## config.mk

```make
export PLATFORM = sky130hd
export DESIGN_NAME = menu_select_flat
export DESIGN_NICKNAME = d
export VERILOG_FILES = /design/src/rtl/menu_select_if.sv /design/src/rtl/menu_select.sv /design/src/flat_wrapper.sv
export SDC_FILE = /design/constraint.sdc
export NUM_CORES = 1
export LEC_CHECK = 0
export ABC_AREA = 1
export BUFFER_PORTS_ARGS = -buffer_cell sky130_fd_sc_hd__buf_2
export CORE_UTILIZATION = 53
export CTS_CLUSTER_DIAMETER = 30
export CTS_CLUSTER_SIZE = 8
export DETAILED_ROUTE_END_ITERATION = 8
export PLACE_DENSITY = 0.81
export RECOVER_POWER = 50
export SETUP_SLACK_MARGIN = 0.1
export SYNTH_ARGS = -nofsm -noshare
export SYNTH_HDL_FRONTEND = slang
export SYNTH_SLANG_ARGS = --single-unit
```

## constraint.sdc

```tcl
create_clock -name clk -period 3 [get_ports clk]
set_input_delay 0.45 -clock clk [delete_from_list [all_inputs] [get_ports clk]]
set_output_delay 0.45 -clock clk [all_outputs]
set_load 0.005 [all_outputs]
```

## src/rtl/menu_select_if.sv

```systemverilog
// rtl/menu_select_if.sv - vga_if timing + rgb bundle passed between VGA chain stages
interface vga_if;
    logic [10:0] vcount;
    logic        vsync;
    logic        vblnk;
    logic [10:0] hcount;
    logic        hsync;
    logic        hblnk;
    logic [11:0] rgb;

    modport in  (input  vcount, vsync, vblnk, hcount, hsync, hblnk, rgb);
    modport out (output vcount, vsync, vblnk, hcount, hsync, hblnk, rgb);
endinterface

```

## src/rtl/menu_select.sv

```systemverilog
// rtl/menu_select.sv - menu highlight frame + up/down/enter selection with choice handshake (option: MENU_SELECT_BLINK_EN)
module menu_select #(
    parameter int          N_ITEMS     = 3,
    parameter int          ITEM_X      = 312,
    parameter int          ITEM_Y0     = 200,
    parameter int          ITEM_W      = 400,
    parameter int          ITEM_H      = 64,
    parameter int          ITEM_PITCH  = 96,
    parameter int          FRAME_W     = 4,
    parameter logic [11:0] FRAME_COLOR = 12'hFF0,
`ifdef MENU_SELECT_BLINK_EN
    parameter int          BLINK_FRAMES = 30,
`endif
    localparam int         IW          = $clog2(N_ITEMS)
) (
    input  logic          clk,
    input  logic          rst_n,
    input  logic          btn_up,
    input  logic          btn_down,
    input  logic          btn_enter,
    input  logic          choice_ack,
    output logic          choice_valid,
    output logic [IW-1:0] choice_idx,
    vga_if.in             in,
    vga_if.out            out
);
    localparam logic [IW-1:0] LAST_IDX = IW'(N_ITEMS - 1);
    localparam logic [10:0]   Y0_C     = 11'(ITEM_Y0);
    localparam logic [10:0]   Y_LAST_C = 11'(ITEM_Y0 + (N_ITEMS - 1) * ITEM_PITCH);
    localparam logic [10:0]   PITCH_C  = 11'(ITEM_PITCH);
    localparam logic [10:0]   X_L      = 11'(ITEM_X);
    localparam logic [10:0]   X_R      = 11'(ITEM_X + ITEM_W);
    localparam logic [10:0]   XI_L     = 11'(ITEM_X + FRAME_W);
    localparam logic [10:0]   XI_R     = 11'(ITEM_X + ITEM_W - FRAME_W);

    typedef enum logic [1:0] {NAV, PEND, LOCKED} state_t;

    state_t        state, state_nxt;
    logic          up_prev, down_prev, enter_prev, vblnk_prev;
    logic          up_ev, down_ev, enter_ev, vblnk_rise;
    logic          dir_down, dir_nxt;
    logic          do_move, do_latch, do_release;
    logic [IW-1:0] sel_idx;
    logic [10:0]   sel_top, y_bot, yi_top, yi_bot;
    logic          in_outer, in_inner, draw_en;
    logic [11:0]   rgb_nxt;

    assign up_ev      = btn_up    & ~up_prev;
    assign down_ev    = btn_down  & ~down_prev;
    assign enter_ev   = btn_enter & ~enter_prev;
    assign vblnk_rise = in.vblnk  & ~vblnk_prev;

    always_comb begin
        state_nxt  = state;
        dir_nxt    = dir_down;
        do_move    = 1'b0;
        do_latch   = 1'b0;
        do_release = 1'b0;
        case (state)
            NAV: begin
                if (enter_ev) begin
                    do_latch  = 1'b1;
                    state_nxt = LOCKED;
                end else if (up_ev ^ down_ev) begin
                    dir_nxt   = down_ev;
                    state_nxt = PEND;
                end
            end
            PEND: begin
                if (enter_ev) begin
                    do_latch  = 1'b1;
                    state_nxt = LOCKED;
                end else if (vblnk_rise) begin
                    do_move   = 1'b1;
                    state_nxt = NAV;
                end
            end
            LOCKED: begin
                if (choice_valid && choice_ack) begin
                    do_release = 1'b1;
                    state_nxt  = NAV;
                end
            end
            default: state_nxt = NAV;
        endcase
    end

    // Box bounds follow the registered sel_top so the pixel path is adders and compares only
    assign y_bot    = sel_top + 11'(ITEM_H);
    assign yi_top   = sel_top + 11'(FRAME_W);
    assign yi_bot   = sel_top + 11'(ITEM_H - FRAME_W);
    assign in_outer = (in.hcount >= X_L) && (in.hcount < X_R) &&
                      (in.vcount >= sel_top) && (in.vcount < y_bot);
    assign in_inner = (in.hcount >= XI_L) && (in.hcount < XI_R) &&
                      (in.vcount >= yi_top) && (in.vcount < yi_bot);

`ifdef MENU_SELECT_BLINK_EN
    localparam int BW = (BLINK_FRAMES > 1) ? $clog2(BLINK_FRAMES) : 1;
    logic [BW-1:0] frame_cnt;
    logic          blink_on;

    always_ff @(posedge clk) begin
        if (!rst_n) begin
            frame_cnt <= '0;
            blink_on  <= 1'b1;
        end else if (vblnk_rise) begin
            if (frame_cnt == BW'(BLINK_FRAMES - 1)) begin
                frame_cnt <= '0;
                blink_on  <= ~blink_on;
            end else begin
                frame_cnt <= frame_cnt + BW'(1);
            end
        end
    end

    assign draw_en = blink_on | (state == LOCKED);
`else
    assign draw_en = 1'b1;
`endif

    always_comb begin
        rgb_nxt = in.rgb;
        if (in.vblnk || in.hblnk)
            rgb_nxt = 12'h000;
        else if (in_outer && !in_inner && draw_en)
            rgb_nxt = FRAME_COLOR;
    end

    always_ff @(posedge clk) begin
        if (!rst_n) begin
            state        <= NAV;
            dir_down     <= 1'b0;
            up_prev      <= 1'b0;
            down_prev    <= 1'b0;
            enter_prev   <= 1'b0;
            vblnk_prev   <= 1'b0;
            sel_idx      <= '0;
            sel_top      <= Y0_C;
            choice_valid <= 1'b0;
            choice_idx   <= '0;
            out.vcount   <= '0;
            out.vsync    <= 1'b0;
            out.vblnk    <= 1'b0;
            out.hcount   <= '0;
            out.hsync    <= 1'b0;
            out.hblnk    <= 1'b0;
            out.rgb      <= '0;
        end else begin
            state      <= state_nxt;
            dir_down   <= dir_nxt;
            up_prev    <= btn_up;
            down_prev  <= btn_down;
            enter_prev <= btn_enter;
            vblnk_prev <= in.vblnk;
            if (do_move) begin
                if (dir_down) begin
                    if (sel_idx == LAST_IDX) begin
                        sel_idx <= '0;
                        sel_top <= Y0_C;
                    end else begin
                        sel_idx <= sel_idx + IW'(1);
                        sel_top <= sel_top + PITCH_C;
                    end
                end else begin
                    if (sel_idx == '0) begin
                        sel_idx <= LAST_IDX;
                        sel_top <= Y_LAST_C;
                    end else begin
                        sel_idx <= sel_idx - IW'(1);
                        sel_top <= sel_top - PITCH_C;
                    end
                end
            end
            if (do_latch) begin
                choice_idx   <= sel_idx;
                choice_valid <= 1'b1;
            end else if (do_release) begin
                choice_valid <= 1'b0;
            end
            out.vcount <= in.vcount;
            out.vsync  <= in.vsync;
            out.vblnk  <= in.vblnk;
            out.hcount <= in.hcount;
            out.hsync  <= in.hsync;
            out.hblnk  <= in.hblnk;
            out.rgb    <= rgb_nxt;
        end
    end
endmodule

```

## src/flat_wrapper.sv

```systemverilog
// flat-port wrapper written by rule: the top's interface ports become plain ports
module menu_select_flat 
#(
    parameter int          N_ITEMS     = 3,
    parameter int          ITEM_X      = 312,
    parameter int          ITEM_Y0     = 200,
    parameter int          ITEM_W      = 400,
    parameter int          ITEM_H      = 64,
    parameter int          ITEM_PITCH  = 96,
    parameter int          FRAME_W     = 4,
    parameter logic [11:0] FRAME_COLOR = 12'hFF0,

    localparam int         IW          = $clog2(N_ITEMS)
)
  (clk, rst_n, btn_up, btn_down, btn_enter, choice_ack, choice_valid, choice_idx, in_vcount, in_vsync, in_vblnk, in_hcount, in_hsync, in_hblnk, in_rgb, out_vcount, out_vsync, out_vblnk, out_hcount, out_hsync, out_hblnk, out_rgb);
  vga_if in_i ();
  vga_if out_i ();
  input  logic clk;
  input  logic rst_n;
  input  logic btn_up;
  input  logic btn_down;
  input  logic btn_enter;
  input  logic choice_ack;
  output logic choice_valid;
  output logic [IW-1:0] choice_idx;
  input wire logic [$bits(in_i.vcount)-1:0] in_vcount;
  input wire logic [$bits(in_i.vsync)-1:0] in_vsync;
  input wire logic [$bits(in_i.vblnk)-1:0] in_vblnk;
  input wire logic [$bits(in_i.hcount)-1:0] in_hcount;
  input wire logic [$bits(in_i.hsync)-1:0] in_hsync;
  input wire logic [$bits(in_i.hblnk)-1:0] in_hblnk;
  input wire logic [$bits(in_i.rgb)-1:0] in_rgb;
  output wire logic [$bits(out_i.vcount)-1:0] out_vcount;
  output wire logic [$bits(out_i.vsync)-1:0] out_vsync;
  output wire logic [$bits(out_i.vblnk)-1:0] out_vblnk;
  output wire logic [$bits(out_i.hcount)-1:0] out_hcount;
  output wire logic [$bits(out_i.hsync)-1:0] out_hsync;
  output wire logic [$bits(out_i.hblnk)-1:0] out_hblnk;
  output wire logic [$bits(out_i.rgb)-1:0] out_rgb;
  assign in_i.vcount = in_vcount;
  assign in_i.vsync = in_vsync;
  assign in_i.vblnk = in_vblnk;
  assign in_i.hcount = in_hcount;
  assign in_i.hsync = in_hsync;
  assign in_i.hblnk = in_hblnk;
  assign in_i.rgb = in_rgb;
  assign out_vcount = out_i.vcount;
  assign out_vsync = out_i.vsync;
  assign out_vblnk = out_i.vblnk;
  assign out_hcount = out_i.hcount;
  assign out_hsync = out_i.hsync;
  assign out_hblnk = out_i.hblnk;
  assign out_rgb = out_i.rgb;
  menu_select #(.N_ITEMS(N_ITEMS), .ITEM_X(ITEM_X), .ITEM_Y0(ITEM_Y0), .ITEM_W(ITEM_W), .ITEM_H(ITEM_H), .ITEM_PITCH(ITEM_PITCH), .FRAME_W(FRAME_W), .FRAME_COLOR(FRAME_COLOR)) u_core (.clk(clk), .rst_n(rst_n), .btn_up(btn_up), .btn_down(btn_down), .btn_enter(btn_enter), .choice_ack(choice_ack), .choice_valid(choice_valid), .choice_idx(choice_idx), .in(in_i), .out(out_i));
endmodule
```

# Word level (Yosys, flattened, before mapping)
# Index checks and enable logic that the tools add are counted.
# Widths: inputs -> output; s select.
word_totals:
  ff_bits: 60
  latchBits: 0
  ram_bits: 0
  mem_bits_ro: 0
  input_bits: 44
  out_inout_bits: 41
  wordCells: 89
  n_memories: 0
classes:
  n_addsub: 7
  multipliers: 0
  n_div: 0
  order_cmp: 8
  eq_ne: 6
  shifts: 0
  mux: 22
  bitwise_logic: 11
  reduce_logical: 18
op_table:
  columns: ["cell", "count"]
  rows:
  - ["$mux 11", 3]
  - ["$add 11x7->11 const B", 2]
  - ["$ge 11x11->1", 2]
  - ["$ge 11x9->1 const B", 2]
  - ["$lt 11x10->1 const B", 2]
  - ["$lt 11x11->1", 2]
  - ["$mux 2", 8]
  - ["$mux 12", 1]
  - ["$add 11x3->11 const B", 1]
  - ["$add 11x6->11 const B", 1]
  - ["$sub 11x7->11 const B", 1]
  - ["$mux 1", 9]
  - ["$logic_and 1x1->1", 8]
  - ["$ne 3x1->1 const B", 2]
  - ["$not 1->1", 6]
  - ["$pmux 2 s3", 1]
  - ["$reduce_and 3->1", 2]
  - ["$and 1x1->1", 4]
  - ["$eq 2x2->1 const B", 2]
  - ["$logic_not 2->1", 2]
  - ["$reduce_or 2->1", 2]
  - ["$reduce_or 3->1", 1]
  - ["$add 2x1->2 const B", 1]
  - ["$eq 2x1->1 const B", 1]
  - ["6 further kinds", 6]

# Logic depth before layout (Yosys ltp)
# Gate-level depths: netlist of the first run.
logic_depth:
  word_depth: 7
  mapped_depth: 15
  mapped_depth_nobuf: 15

# Worst setup path after synthesis of the first run
# No wires, ideal clock.
synth_timing:
  kind: "reg-to-reg"
  from: "register u_core.sel_top[5]"
  to: "register u_core.out.rgb[0]"
  setup_time_ps: 62
  t_arrival_ps: 2077
  required_ps: 2938
  setup_slack_ps: 861
  path_stages_with_launch: 14
  path_buffers: 0
  period_less_slack_ps: 2139
  cell_sequence: "dfxtp_1 inv_1 ha_1 nor3_1 xor2_1 ha_1 a21o_1 nor2_1 nand2_1 nor2_1 nand3_2 nand2_4 nand2_4 nor2_2"
synth_via:
  elab_chain_len: 7
  elab_cells_between_ends: 14
  cone_classes: "add/sub (3); order compare (4); reduce/logical (7)"
synth_lines:
  columns: ["element", "line_no", "rtl"]
  rows:
  - ["start, declared", "menu_select.sv:44", "logic [10:0] sel_top, y_bot, yi_top, yi_bot;"]
  - ["start signal, assigned", "menu_select.sv:162", "sel_top <= sel_top + PITCH_C;"]
  - ["start signal, assigned", "menu_select.sv:170", "sel_top <= sel_top - PITCH_C;"]
  - ["$add 11x3->11", "menu_select.sv:90", "assign yi_top = sel_top + 11'(FRAME_W);"]
  - ["$ge 11x11->1", "menu_select.sv:95", "(in.vcount >= yi_top) && (in.vcount < yi_bot);"]
  - ["$logic_and 1x1->1", "menu_select.sv:94", "assign in_inner = (in.hcount >= XI_L) && (in.hcount < XI_R) &&"]
  - ["$logic_and 1x1->1", "menu_select.sv:95", null]
  - ["$logic_not 1->1", "menu_select.sv:125", "else if (in_outer && !in_inner && draw_en)"]
  - ["$logic_and 1x1->1 (*)", "menu_select.sv:125", null]
  - ["$reduce_or 3->1 (no line) (*)", null, null]
  - ["end signal, assigned", "menu_select.sv:186", "out.rgb <= rgb_nxt;"]
  - ["end, declared", "menu_select_if.sv:12", "modport out (output vcount, vsync, vblnk, hcount, hsync, hblnk, rgb);"]
# Mark *: on every way between the ends. The rest lies on a longest branch, timed or not.
# A chain may end at the register's enable or synchronous reset.

# Worst setup path after layout of the first run
layout_timing:
  from: "register u_core.sel_top[7]"
  to: "register u_core.out.rgb[1]"
# The elaborated chain is that of the path after synthesis.

==> impl_metrics.toml, run 1 <==
[detailed_routing]
routed_wl_um = 6460
via_count = 2798
antenna_left = 0
wl_met1_um = 2970
top_layer_used = "met4"
firstDrtPassIters = 4
wl_per_cell_um = 11.1
wl_met2_um = 2960
drcViolationCount = 0
initialDrtViolationCount = 114
route.met3.wl_um = 429
vias_per_cell = 4.80

[synth]
synthCells = 427
synthAdderAreaFrac_pct = 15.2
synth_mux_area_share_pct = 0
synth_area_leaders = "dfxtp_1, ha_1, inv_1"
ys_seq_area_share_pct = 35.9
syn_nets = 509
synth_top_area_share_pct = 35.9
ys_types = 31
synth_top_family_by_area = "simple AND/OR/NAND/NOR gates"
ys.flop_type = "dfxtp_1"
yosys_warnings = 0
yosys.area.top_type = "dfxtp_1"
synth.avg_cell_area_sq_um = 7.31
ys_async_sr_fraction_pct = 0
synth_edf_count = 0
synth_simple_gate_area_share_pct = 22.3
synth_compound_area_share_pct = 10.8
synth_xor_xnor_area_share_pct = 3.37
ys_ff_latch = 56
syn_area_sq_mm = 0.00312

[pwr]
power_w = 0.00149
ir_worst_vdd_uv = 218
powerDensity_mw_per_mm2 = 405
p_leak_nw = 2.12

[global_routing]
grt_pass1_wl_um = 10700
track_usage_pct = 21.6
gr-total-overflow = 0
antenna_found_initial = 0
grt_max_degree = 35
grt_pass1_vias = 2510

[sta]
finalSetupTns_ps = 0
hold_violations = 0
skew_ps = 14.3
max_freq_mhz = 405
tightest_slew_ps = 1480
finalSetupViolCount = 0
hold_ws_ps = 304
rsz0062_at_grt = "no"
relSlewSlack_pct = 1.17
final.period_utilization_pct = 82.4
period_needed_ps = 2470
drv_slew = 0

[placed_design]
dp_hpwl_um = 5040
dp.cells = 575
routabilityCongestion = 0.881
portBuffers = 84

[clock_network]
clkSinkCount = 56
cts_tree = "done"
ctsHoldBuffers = 0
ctsLongestPathBuffers = 2
clkTransAtPathRegs_ps = 110
cts_max_level = 2
postCtsSetupRepairBufs = 0
root_buffer = "clkbuf_8"
clock_latency_ps = 320
cts_buffers = 5
cts_resized = 0

[layout]
final_cells = 583
final_core_util_pct = 66.1
fin_nets = 592
syn2layout_area_growth_pct = 18.1
drive_above_1_share_pct = 21.7
diodes = 0

[run]
maxCapViolations = 0

[floorplan]
fp.dieW_um = 78.7
num_rows = 27
coreArea_sq_mm = 0.00557
fp.dieH_um = 78.7
initial_core_util_pct = 56.0
io_pins = 85
dieArea_sq_mm = 0.00620

[setup_path]
arrival_ps = 2740
reg2reg_depth = 13
end_kind = "register"
startpoint_type = "register"
critical_path_class = "register to register"
required_ps = 3270
rrSetupSlack_ps = 530
critPathMaxFanout = 9
rr_startpoint = "u_core.sel_top[7]"
worstReg2RegEnd = "u_core.out.rgb[1]"

[run_status]
status = "complete, no violations"

[min_path]
whs_endpoint = "u_core.out.hcount[1]"
hp-class = "input port to register"
min_path_cells = 3
hp-start = "in_hcount[1]"
==> worst max-delay path by stage <==
stage | from | endpoint | slack [ps] | cells after the start
after floorplan | u_core.sel_top[5] | u_core.out.rgb[0] | 860 | 13
after global placement | u_core.sel_top[7] | u_core.out.rgb[2] | 660 | 13
after detailed placement | u_core.sel_top[7] | u_core.out.rgb[1] | 570 | 13
after CTS | u_core.sel_top[7] | u_core.out.rgb[1] | 530 | 13
after global routing | u_core.sel_top[5] | u_core.out.rgb[0] | 270 | 13
final | u_core.sel_top[7] | u_core.out.rgb[1] | 530 | 13
==> registers in the layout, summed over array words and instances, names as in the netlist, 2 cells and up <==
signal / count
u_core.out.hcount: 11
u_core.sel_top: 7
u_core.choice_idx: 2
u_core.sel_idx: 2
u_core.out.rgb: 12
u_core.out.vcount: 11
u_core.state: 2
==> power breakdown <==
part	total, W	switching (W)	internal (W)	leakage, nW
Clock	0.000440	0.000268	0.000172	0.0463
Sequential	0.000791	0.0000146	0.000776	0.461
Combinational	0.000262	0.000153	0.000109	1.61
==> layout by cell type, fill, tap and decap left out, types with 9 or more instances in the layout <==
cell     count
o21ai_0     13
nor2_1      29
dfxtp_1     56
inv_1       87
a21oi_1     38
nand3_1     14
nand2_1     86
ha_1        38
xor2_1       9
buf_2       81
==> cells in the mapped netlist, types with 4 or more instances <==
cell,instances
inv_1,87
nand2_1,86
dfxtp_1,56
a21oi_1,38
ha_1,38
nor2_1,28
nand3_1,14
o21ai_0,13
xor2_1,9
nor2_2,8
o21ai_1,7
clkbuf_1,5
inv_2,4
nand2_2,4
nand4_1,4
nor3_1,4
==> per-layer routing <==
metal | vias up | track usage (%)
met5 | - | 0
met4 | 0 | 7.59
met3 | 11 | 4.83
met2 | 74 | 36.3
met1 | 1236 | 27.2
li1 | 1477 | -
==> stage by stage <==
stage                     setup slack (ps)  area (sq um)
final                                  529          3680
after global routing                   267          3680
after CTS                              532          3690
after detailed placement               569          3600
after global placement                 657          3600
after floorplan                        861          3120
==> logic make-up after synthesis <==
logic type | after synthesis
simple gates | 155
buf+inv | 101
compound gates | 64
flops | 56
fa+ha+maj | 38
xor+xnor | 12
other cells | 1
==> area by class of cell <==
class                   count  area [sq um]
fillers                   470          1890
multi-input cells         270          1610
flip-flops and latches     56          1120
repair buffers             85           420
inverters                  92           345
well taps                  72          90.1
clock buffers               5          68.8
clock inverters             3          27.5
==> worst max-delay path, cell delays in order, from the launching register on <==
cell and delay (ps):
dfxtp_1 510, ha_1 290, nand2_1 90, nor3_1 210, xor2_1 200, ha_1 270, nand2_1 100, nor2_1 60
and3_1 160, nor2_1 130, nand3_2 100, nand2_4 130, nand2_4 80, nor2_2 80
No activity file was read; power rests on OpenSTA's default activity.
==> inputs of run 2 (changes only) <==
==> constraint.sdc (replaced) <==
create_clock -name clk -period 2.5 [get_ports clk]
set_input_delay 0.375 -clock clk [delete_from_list [all_inputs] [get_ports clk]]
set_output_delay 0.375 -clock clk [all_outputs]
set_load 0.005 [all_outputs]
==> run 2 against run 1 <==
  * Sequential power rose by 20%
  * Total power rose by 22%
  * Cell count rose by 1.5%
  * Combinational power rose by 27%
  * Wire length rose by 12%
  * Count of clock-buffer cells in the layout did not move
  * Hold slack got worse by 76 ps
  * Sequential share of layout area fell by 0.87 points
  * Global-route usage rose by 0.31 points
  * Clock power rose by 22%
==> impl_metrics.toml, run 2 (synthesized netlist as in run 1, its figures left out) <==
[detailed_routing]
initialDrtViolationCount = 114
via_count = 2924
firstDrtPassIters = 4
wl_per_cell_um = 12.2
drcViolationCount = 0
wl_met2_um = 3450
vias_per_cell = 4.94
routed_wl_um = 7220
wl_met1_um = 2980
route.met3.wl_um = 499
top_layer_used = "met4"
antenna_left = 0

[setup_path]
setup.worst_path.end = "u_core.out.rgb[3]"
required_ps = 2770
end_kind = "register"
critical_path_class = "register to register"
worstReg2RegEnd = "u_core.out.rgb[3]"
startpoint_type = "register"
crit_start = "u_core.sel_top[6]"
critPathMaxFanout = 6
crit_path_cell_trace = "ha_4 -> nand2_1 -> nor3_4 -> xor2_1 -> ha_1 -> a21o_1 -> nor2_1 -> nand2_1 -> nor2_1 -> nand3_2 -> nand2_4 -> nand2_4 -> nor2_2"
arrival_ps = 2570
slowest_delay_ps = 420
critPathSlowestCell = "dfxtp_4"
rrSetupSlack_ps = 190
reg2reg_depth = 13
rr_startpoint = "u_core.sel_top[6]"

[sta]
finalSetupViolCount = 0
hold_ws_ps = 228
rsz0062_at_grt = "yes"
period_needed_ps = 2310
skew_ps = 22.0
finalSetupTns_ps = 0
tightest_slew_ps = 821
drv_slew = 0
final.period_utilization_pct = 92.3
relSlewSlack_pct = 45.2
max_freq_mhz = 433
hold_violations = 0

[pwr]
power_w = 0.00182
sw_frac_of_total_pct = 29.9
p_leak_nw = 2.17
powerDensity_mw_per_mm2 = 475
combPwrFrac_pct = 18.3
power_frac_seq_pct = 52.1
ir_worst_vdd_uv = 280
clockPowerShare_pct = 29.6
internal_power_w = 0.00128
switching_power_w = 0.000545

[layout]
diodes = 0
largest-register = "u_core.out.rgb"
syn2layout_area_growth_pct = 22.9
final_core_util_pct = 68.8
most-common-layout-cells = "inv_1, nand2_1, buf_2"
final_common_cell = "inv_1"
fin_nets = 601
fin_area_sq_mm = 0.00383
drive_above_1_share_pct = 25.8
fillCellCount = 438
largest_reg_flops = 12
top_regs = "u_core.out.rgb x12, u_core.out.hcount x11, u_core.out.vcount x11"

[floorplan]
fp.dieH_um = 78.7
initial_core_util_pct = 56.0
io_pins = 85
coreArea_sq_mm = 0.00557
fp.dieW_um = 78.7
num_rows = 27
dieArea_sq_mm = 0.00620

[clock_network]
clkSinkCount = 56
root_buffer = "clkbuf_8"
cts_tree = "done"
ctsLongestPathBuffers = 2
cts_buffers = 5
cts_max_level = 2
clock_latency_ps = 330
clkTransAtPathRegs_ps = 130

[global_routing]
track_usage_pct = 21.9
grt_pass1_wl_um = 10800
gr-total-overflow = 0
grt_pass1_vias = 2506
antenna_found_initial = 0
grt_max_degree = 20

[placed_design]
dp_hpwl_um = 5190
place_area_sq_mm = 0.00361
routabilityCongestion = 0.842
portBuffers = 84

[run]
maxCapViolations = 0

[min_path]
hp-class = "input port to register"

[run_status]
status = "complete, no violations"
run 2: cell count changes in the layout (fill, tap and decap cells not counted), moves of 2 or more:
cell     change
dfxtp_4      +2
dfxtp_1      -6
ha_1         -3
ha_4         +3
dfxtp_2      +4
buf_4        +7
run 2: what timing repair did:
action,4_1_cts,5_1_grt
hold buffers,0,0
gates resized for setup,3,18
endpoints found under the setup margin,12,12
pin swaps,0,16
setup buffers,0,6
cloned,0,1
run 2: worst min-delay path by stage:
stage                         startpoint                    to  slack [ps]  cells after the start
floorplan           u_core.choice_idx[0]  u_core.choice_idx[0]         460                      2
global placement    u_core.choice_idx[0]  u_core.choice_idx[0]         450                      2
detailed placement  u_core.choice_idx[0]  u_core.choice_idx[0]         460                      2
CTS                         in_vcount[1]  u_core.out.vcount[1]         230                      3
global route                in_hcount[1]  u_core.out.hcount[1]         220                      3
finish                      in_vcount[1]  u_core.out.vcount[1]         230                      3
run 2: layout make-up:
class                   instances  area (sq um)  area share, %
inverters                      92           349           9.10
flip-flops and latches         56          1130           29.6
clock buffers                   5          68.8           1.79
well taps                      72          90.1           2.35
repair buffers                 93           485           12.7
clock inverters                 3          27.5          0.718
multi-input cells             271          1680           43.8
run 2: critical path: cells and delay by family (launching register included):
kind / cells / cell delay, ps
xor gates and xnor gates: 1 / 170
and+or+nand+nor: 9 / 1060
AOI/OAI and AO/OA: 1 / 160
adders and majority gates: 2 / 420
DFF: 1 / 420
run 2: power groups by stage:
stage / Sequential [W] / Combinational, W / Clock [W]
after floorplan: 0.000971 / 0.000194 / 0
after global placement: 0.000969 / 0.000306 / 0
after detailed placement: 0.000970 / 0.000316 / 0
after CTS: 0.000949 / 0.000320 / 0.000548
after global routing: 0.000953 / 0.000379 / 0.000584
final: 0.000949 / 0.000333 / 0.000539
run 2: per-stage QoR:
step	worst slack, ps	cells
6_report	192	592
3_5_place_dp	36.6	577
5_1_grt	-7.09	592
2_1_floorplan	361	427
4_1_cts	105	585
3_3_place_gp	165	577
run 2: layer usage:
layer,vias up,track usage (%)
met3,28,4.71
met5,-,0
met4,0,7.96
li1,1493,-
met2,118,37.7
met1,1285,26.9
==> inputs of run 3 (changes only) <==
--- a/config.mk
+++ b/config.mk
@@ -7,6 +7,7 @@
 export LEC_CHECK = 0
 export ABC_AREA = 1
 export BUFFER_PORTS_ARGS = -buffer_cell sky130_fd_sc_hd__buf_2
+export CORE_ASPECT_RATIO = 0.6
 export CORE_UTILIZATION = 53
 export CTS_CLUSTER_DIAMETER = 30
 export CTS_CLUSTER_SIZE = 8
==> run 3 against run 2 <==
  * Count of clock-buffer cells in the layout is the same
  * Worst setup slack gained 84 ps
  * Global-route usage shrank 0.10 points
  * Flip-flop and latch count is the same
  * Utilization shrank 1.6 points
  * Non-clock buffer count shrank 4
  * Cell count grew 0.68%
  * Via count shrank 3.0%
  * Combinational power shrank 2%
  * Wire length shrank 5.7%
  * Highest routed layer unchanged
  * Final area shrank 1.5%
==> impl_metrics.toml, run 3 (synthesized netlist as in run 1, its figures left out) <==
[run_status]
status = "complete, no violations"

[layout]
syn2layout_area_growth_pct = 21.1
fin_area_sq_mm = 0.00378
largest_reg_flops = 12
multiInputGateArea_sq_mm = 0.00166
largest-register = "u_core.out.rgb"
top_regs = "u_core.out.rgb x12, u_core.out.hcount x11, u_core.out.vcount x11"
final_common_cell = "inv_1"
seqCellArea_sq_mm = 0.00113
drive_above_1_share_pct = 24.6
diodes = 0
most-common-layout-cells = "inv_1, nand2_1, buf_2"
fillCellCount = 496
fin_nets = 597

[min_path]
hp-class = "input port to register"
min_path_cells = 3
hp-start = "in_hcount[1]"

[sta]
finalSetupTns_ps = 0
tightest_slew_ps = 904
hold_violations = 0
layout_setup_ws_ps = 277
relSlewSlack_pct = 39.7
hold_ws_ps = 237
period_needed_ps = 2220
drv_slew = 0
max_freq_mhz = 450
rsz0062_at_grt = "no"
finalSetupViolCount = 0
final.period_utilization_pct = 88.9
skew_ps = 5.39

[floorplan]
dieArea_sq_mm = 0.00621
fp.dieW_um = 101
coreArea_sq_mm = 0.00562
initial_core_util_pct = 55.5
fp.dieH_um = 61.4
io_pins = 85
num_rows = 21

[pwr]
switching_power_w = 0.000513
power_frac_seq_pct = 53.3
clockPowerShare_pct = 28.3
ir_worst_vdd_uv = 364
powerDensity_mw_per_mm2 = 471
sw_frac_of_total_pct = 28.9
combPwrFrac_pct = 18.4
internal_power_w = 0.00126
p_leak_nw = 2.14

[placed_design]
dp_slack_ps = 28.5
place_area_sq_mm = 0.00364
dp_hpwl_um = 5410
routabilityCongestion = 0.905
portBuffers = 84

[setup_path]
rr_startpoint = "u_core.sel_top[6]"
startpoint_type = "register"
arrival_ps = 2480
required_ps = 2760
reg2reg_depth = 13
critical_path_class = "register to register"
end_kind = "register"
crit_start = "u_core.sel_top[6]"
critPathMaxFanout = 5

[detailed_routing]
vias_per_cell = 4.76
routed_wl_um = 6810
wl_per_cell_um = 11.4
firstDrtPassIters = 4
initialDrtViolationCount = 142
antenna_left = 0
drcViolationCount = 0
via_count = 2836

[clock_network]
root_buffer = "clkbuf_8"
clock_latency_ps = 310
cts_max_level = 2
clkTransAtPathRegs_ps = 100
ctsLongestPathBuffers = 2
ctsHoldBuffers = 0
cts_tree = "done"
cts_buffers = 5
clkSinkCount = 56

[global_routing]
track_usage_pct = 21.8
grt_pass1_vias = 2409
gr-total-overflow = 0
antenna_found_initial = 0
grt_max_degree = 21
grt_pass1_wl_um = 10600

[run]
maxCapViolations = 0
-- run 3: cell count changes in the layout (fill, tap and decap cells not counted), sizes merged --
cell      previous run  this run
inv                 91        92
clkinvlp             2         1
buf                 90        84
clkbuf               8        10
-- run 3: power by group through the flow --
stage	registers, W	clock network (W)	logic (W)
after floorplan	0.000971	0	0.000194
after global placement	0.000968	0	0.000311
after detailed placement	0.000969	0	0.000321
after CTS	0.000948	0.000517	0.000323
after global routing	0.000953	0.000550	0.000372
final	0.000947	0.000504	0.000326
-- run 3: metal layers --
metal,up-vias,global-route usage (%),routed length [um]
met4,0,4.76,60
li1,1488,-,-
met2,75,36.0,2850
met5,-,0,0
met1,1266,29.7,3410
met3,7,5.11,482
-- run 3: layout make-up --
| class | count | share of cell area, % |
|---|---|---|
| repair buffers | 89 | 11.9 |
| well taps | 80 | 2.65 |
| flip-flops and latches | 56 | 30.0 |
| clock buffers | 5 | 1.82 |
| clock inverters | 3 | 0.563 |
| inverters | 92 | 9.15 |
| multi-input cells | 271 | 43.9 |
-- run 3: final timing paths --
kind,end,slack [ps]
max reg2reg,u_core.out.rgb[0],280
min reg2reg,u_core.choice_idx[1],470
min,u_core.out.hcount[1],240
max,u_core.out.rgb[0],280
-- run 3: timing repair --
item	in CTS	in global routing
setup endpoints to repair	12	12
hold endpoints to repair	0	0
pin swaps	0	5
cloned	0	1
gates resized for setup	3	13
buffers inserted	0	0
-- run 3: critical path, cell delays in order, from the launching register on --
cell and delay, ps:
dfxtp_4 390, ha_4 160, nand2_2 80, nor3_4 230, xor2_2 180, ha_1 270, a21o_1 190, nor2_1 100
nand2_1 70, nor2_2 120, nand3_2 110, nand2_4 130, nand2_4 70, nor2_2 80
-- run 3: per-stage QoR --
stage / power (W) / utilization, % / cells
2_1_floorplan: 0.00117 / - / 427
3_3_place_gp: 0.00128 / 64.7 / 587
3_5_place_dp: 0.00129 / 64.7 / 587
4_1_cts: 0.00179 / 66.4 / 595
5_1_grt: 0.00187 / 67.2 / 596
6_report: 0.00178 / 67.2 / 596
